File: src/rtl/run_monitor_pkg.sv
// Shared types and default widths for the run monitor.
// Imported by the monitor top level.
package run_monitor_pkg;

  typedef enum logic {
    ST_IDLE = 1'b0,
    ST_RUN  = 1'b1
  } state_t;

  localparam int LAT_W_DEF = 8;
  localparam int RUN_W_DEF = 8;

endpackage

File: src/rtl/run_monitor_sat_counter.sv
// Saturating up-counter with synchronous clear and count enable.
// Holds at all-ones instead of wrapping.
module sat_counter #(
  parameter int W = 8
) (
  input  logic         clk,
  input  logic         reset,
  input  logic         clr,
  input  logic         en,
  output logic [W-1:0] count
);

  localparam logic [W-1:0] MAX = '1;

  logic [W-1:0] count_reg;

  always_ff @(posedge clk) begin
    if (reset || clr) begin
      count_reg <= '0;
    end else if (en && (count_reg != MAX)) begin
      count_reg <= count_reg + 1'b1;
    end
  end

  assign count = count_reg;

endmodule

File: src/rtl/run_monitor.sv
// Observes start/done of the ones-counter stage, measures latency and stalls
// per run, and offers each result as a single-entry valid/ready record.
module run_monitor
  import run_monitor_pkg::*;
#(
  parameter int LAT_W = LAT_W_DEF,
  parameter int RUN_W = RUN_W_DEF
) (
  input  logic             clk,
  input  logic             reset,
  input  logic             s,
  input  logic             x,
  input  logic             g,
  output logic             rec_valid,
  input  logic             rec_ready,
  output logic [LAT_W-1:0] rec_latency,
  output logic [LAT_W-1:0] rec_stalls,
  output logic [RUN_W-1:0] run_count,
  output logic             busy,
  output logic             overflow,
  output logic             spurious
);

  localparam logic [LAT_W-1:0] LAT_MAX = '1;

  state_t state_reg, state_next;
  logic   start, done;
  logic   lat_en, stall_en;

  logic [LAT_W-1:0] lat_cnt, stall_cnt, final_lat;

  logic             rec_valid_reg;
  logic [LAT_W-1:0] rec_latency_reg, rec_stalls_reg;
  logic [RUN_W-1:0] run_count_reg;
  logic             overflow_reg, spurious_reg;

  always_ff @(posedge clk) begin
    if (reset) state_reg <= ST_IDLE;
    else       state_reg <= state_next;
  end

  always_comb begin
    state_next = state_reg;
    start      = 1'b0;
    done       = 1'b0;
    case (state_reg)
      ST_IDLE: if (s) begin
        state_next = ST_RUN;
        start      = 1'b1;
      end
      ST_RUN: if (g) begin
        state_next = ST_IDLE;
        done       = 1'b1;
      end
      default: state_next = ST_IDLE;
    endcase
  end

  // The done edge contributes one latency edge but never a stall edge.
  assign lat_en   = (state_reg == ST_RUN) && !g;
  assign stall_en = lat_en && !x;

  sat_counter #(.W(LAT_W)) u_lat (
    .clk   (clk),
    .reset (reset),
    .clr   (start),
    .en    (lat_en),
    .count (lat_cnt)
  );

  sat_counter #(.W(LAT_W)) u_stall (
    .clk   (clk),
    .reset (reset),
    .clr   (start),
    .en    (stall_en),
    .count (stall_cnt)
  );

  assign final_lat = (lat_cnt == LAT_MAX) ? lat_cnt : lat_cnt + 1'b1;

  always_ff @(posedge clk) begin
    if (reset) begin
      rec_valid_reg   <= 1'b0;
      rec_latency_reg <= '0;
      rec_stalls_reg  <= '0;
      run_count_reg   <= '0;
      overflow_reg    <= 1'b0;
      spurious_reg    <= 1'b0;
    end else begin
      if (done) begin
        run_count_reg <= run_count_reg + 1'b1;
        if (!rec_valid_reg || rec_ready) begin
          rec_valid_reg   <= 1'b1;
          rec_latency_reg <= final_lat;
          rec_stalls_reg  <= stall_cnt;
        end else begin
          overflow_reg <= 1'b1;
        end
      end else if (rec_valid_reg && rec_ready) begin
        rec_valid_reg <= 1'b0;
      end
      if ((state_reg == ST_IDLE) && g) spurious_reg <= 1'b1;
    end
  end

  assign rec_valid   = rec_valid_reg;
  assign rec_latency = rec_latency_reg;
  assign rec_stalls  = rec_stalls_reg;
  assign run_count   = run_count_reg;
  assign busy        = (state_reg == ST_RUN);
  assign overflow    = overflow_reg;
  assign spurious    = spurious_reg;

endmodule
File: config.mk
export PLATFORM = sky130hd
export DESIGN_NAME = run_monitor
export DESIGN_NICKNAME = d
export VERILOG_FILES = /design/src/rtl/run_monitor_pkg.sv /design/src/rtl/run_monitor_sat_counter.sv /design/src/rtl/run_monitor.sv
export SDC_FILE = /design/constraint.sdc
export NUM_CORES = 1
export LEC_CHECK = 0
export BUFFER_PORTS_ARGS = -buffer_cell sky130_fd_sc_hd__buf_2
export CAP_MARGIN = 10
export CORE_MARGIN = 10
export CORE_UTILIZATION = 50
export CTS_CLUSTER_SIZE = 14
export DETAILED_ROUTE_END_ITERATION = 10
export GPL_ROUTABILITY_DRIVEN = 1
export PLACE_DENSITY = 0.81
export SLEW_MARGIN = 20
export SYNTH_ARGS = -nofsm -noshare
export SYNTH_HDL_FRONTEND = slang
export SYNTH_HIERARCHICAL = 1
export SYNTH_SLANG_ARGS = --single-unit
export TNS_END_PERCENT = 50
File: constraint.sdc
create_clock -name clk -period 1.5 [get_ports clk]
set_input_delay 0.225 -clock clk [delete_from_list [all_inputs] [get_ports clk]]
set_output_delay 0.225 -clock clk [all_outputs]
set_load 0.005 [all_outputs]
==> results.md <==
* Max Cap Viol at 0
* Comb pwr share at 7.1%
* Final max-slew violation count at 0
* Detailed router's first-iteration violation count at 104
* DR pass1 iterations at 4
* Power per cell area at 902 nW/µm²
* Setup repair bufs after CTS at 0
* Netlist cell types at 45
* Final Routed Wirelength at 4.86 mm
* Critical Path Source Type: flop
* Core area at 4060 µm²
* DR DRC count at 0
* CP max stage cell: or4_1
* Setup ws final at 0.0611 ns
* All-Layer GR Usage at 13.6%
* Top cells by count, synth: 44 x dfxtp_1, 42 x nand2_1, 26 x a21oi_1
* Layout cells sized above 1 at 33.0%
* First-pass GRT wire length at 8.31 mm
* Arr. time, crit path at 1.64 ns
* Clock-pin slew on the worst setup and hold paths at 0.08 ns
* GRT overflow at 0
* TritonCTS Sinks at 44
* Diode count at 0
* Root Driver: clkbuf_8
* Critical path endpoint category: flop
* Outcome: finished, final reports clean
* Post-synthesis cell count at 240
* Rel. slew slack at 79.7%
* Crit-path leading delay family: simple AND/OR/NAND/NOR gates
* Cell Rows at 23
* IO buf count at 33
* Count leader, synth: dfxtp_1
* Buffer depth of the longest clock path at 2
* Peak supply drop at 0.000686 V
* Worst slack, placed at -0.00299 ns
* FILL cells at 334
* Endpoints failing hold at 0
* Pin count of the biggest net entering global routing at 20
* Worst path required time at 1.70 ns
* Largest area contributor in the netlist: dfxtp_1
* Post-synth ARST share at 0%
* Critical path, cell by cell: ha_2 -> nand3_1 -> or4_1 -> and3_1
* Flop pwr share at 51.0%
* Sw frac at 21.6%
* Peak Freq at 695 MHz
* P_sw at 0.505 mW
* Post-synth EDFFs at 0
* Internal at 1.84 mW
* Worst clock skew at 0.00445 ns
* Synth warn at 6
* Unrepaired setup endpoints after global routing: true
* WL/cell at 14.3 µm
* Vias/cell at 5.54
* HP Class: in -> reg
* Post-route clock period utilization at 95.9%
* Setup-failing EPs final at 0
* Seq/Total Area, Yosys at 41.4%
* Yosys reg bits at 44
* Latest clock arrival within the worst-skew pair at 0.30 ns
* TritonCTS Buffers at 5
* Crit Path Class: reg -> reg
* Vias in the first global route at 1810
* CP Buf/Inv Count at 0
* Area Overhead vs Synth at 22.2%
* Max H-tree Level at 2
* Post-DP HPWL at 3.50 mm
* Chip Height at 85.2 µm
* Clk pwr share at 41.9%
* Synth Net Count at 250
* Initial antenna violation count at 0
* Fin nets at 300
* Mapped Area at 2130 µm²
* ANT nets after route at 0
* Primary FF master, synth: dfxtp_1
* Worst Path Max Fanout at 6
* Die X-Extent at 85.2 µm
* Yosys top cell area share at 41.4%
* Syn_area_per_cell at 8.86 µm²
* CTS tree: yes
* Leak Pwr at 1.05 nW
* Die area at 7260 µm²
* Period minus WS final at 1.44 ns
* Area contributors post-synth: dfxtp_1 41%, nand2_1 7.4%, a21oi_1 6.1%
* GPL Wtd Cong at 0.847
* Starting Density at 52.4%
* Slew @ Worst Pin at 0.304 ns
* Via count at 1890
* Max incr delay on CP at 0.42 ns
* IO Count at 34
* TNS Setup at 0 ns
[kinds of logic (layout without fill, tap and decap cells)]
group	after synthesis	after routing	synth area share (%)
adder cells (fa/ha/maj)	4	4	2.35
AO/OA/AOI/OAI	43	43	13.5
XOR/XNOR	7	7	2.88
AND/OR/NAND/NOR	122	122	32.5
flip-flops	44	44	41.4
multiplexers	9	9	4.24
buffers and inverters	11	62	3.00
[metal layers]
metal	share of wire [%]	wire [µm]	global-route usage [%]
met5	0	0	0
met4	1.4	67	4.49
met3	6.7	327	5.35
met2	46	2220	22.2
met1	46	2250	16.0
[area by class of cell]
type | count | area (µm²) | share of cell area [%]
inverters | 3 | 11.3 | 0.433
clock inverters | 1 | 30.0 | 1.16
flip-flops and latches | 44 | 888 | 34.2
clock buffers | 7 | 96.3 | 3.71
multi-input cells | 185 | 1210 | 46.6
repair buffers | 51 | 300 | 11.6
well taps | 50 | 62.6 | 2.41
[timing repair]
| item | 4_1_cts | 5_1_grt |
|---|---|---|
| gates resized for setup | 1 | 15 |
| hold buffers | 0 | 0 |
| endpoints found under the setup margin | 1 | 20 |
| pin swaps | 0 | 4 |
[placed cells by master (no fill, tap or decap), drive strengths merged]
cell type	instances
buf	51
dfxtp	44
nand2	43
a21oi	26
nor2	22
mux2i	9
nand4	9
clkbuf	7
and3	6
xor2	6
and4	6
nand3	6
or3	6
nor3	5
o21ai	4
and3b	4
ha	4
a21boi	4
nor4	3
inv	3
and2	3
nor2b	2
nand3b	2
nor4b	2
a2111oi	2
or4	2
o2111ai	2
nand2b	1
a41oi	1
o41ai	1
xnor2	1
a31oi	1
a31o	1
a211oi	1
bufinv	1
[worst paths after layout]
kind                                from                           to  slack [ns]  cells after the start
max          u_lat/count[0]$_SDFFE_PP0P_  u_lat/count[6]$_SDFFE_PP0P_        0.06                      4
min                                reset        spurious$_SDFFE_PP0P_        0.26                      2
max reg2reg  u_lat/count[0]$_SDFFE_PP0P_  u_lat/count[6]$_SDFFE_PP0P_        0.06                      4
min reg2reg   rec_stalls[5]$_SDFFE_PP0P_   rec_stalls[5]$_SDFFE_PP0P_        0.46                      2
[metrics by stage]
| stage | utilization (%) | instances | area [µm²] | total power, mW | hold slack [ns] |
|---|---|---|---|---|---|
| floorplan | - | 240 | 2130 | 1.32 | 0.304 |
| global route | 64.0 | 341 | 2600 | 2.43 | 0.291 |
| CTS | 63.3 | 341 | 2570 | 2.37 | 0.220 |
| global placement | 60.2 | 333 | 2440 | 1.38 | 0.441 |
| finish | 64.0 | 341 | 2600 | 2.34 | 0.263 |
| detailed placement | 60.2 | 333 | 2440 | 1.39 | 0.444 |
[power by group through the flow]
stage,Combinational (mW),Clock [mW],Sequential [mW]
global placement,0.159,0,1.22
detailed placement,0.163,0,1.22
global route,0.186,1.05,1.20
floorplan,0.0963,0,1.22
finish,0.167,0.982,1.20
CTS,0.164,1.01,1.19
No activity file was read; power rests on OpenSTA's default activity.
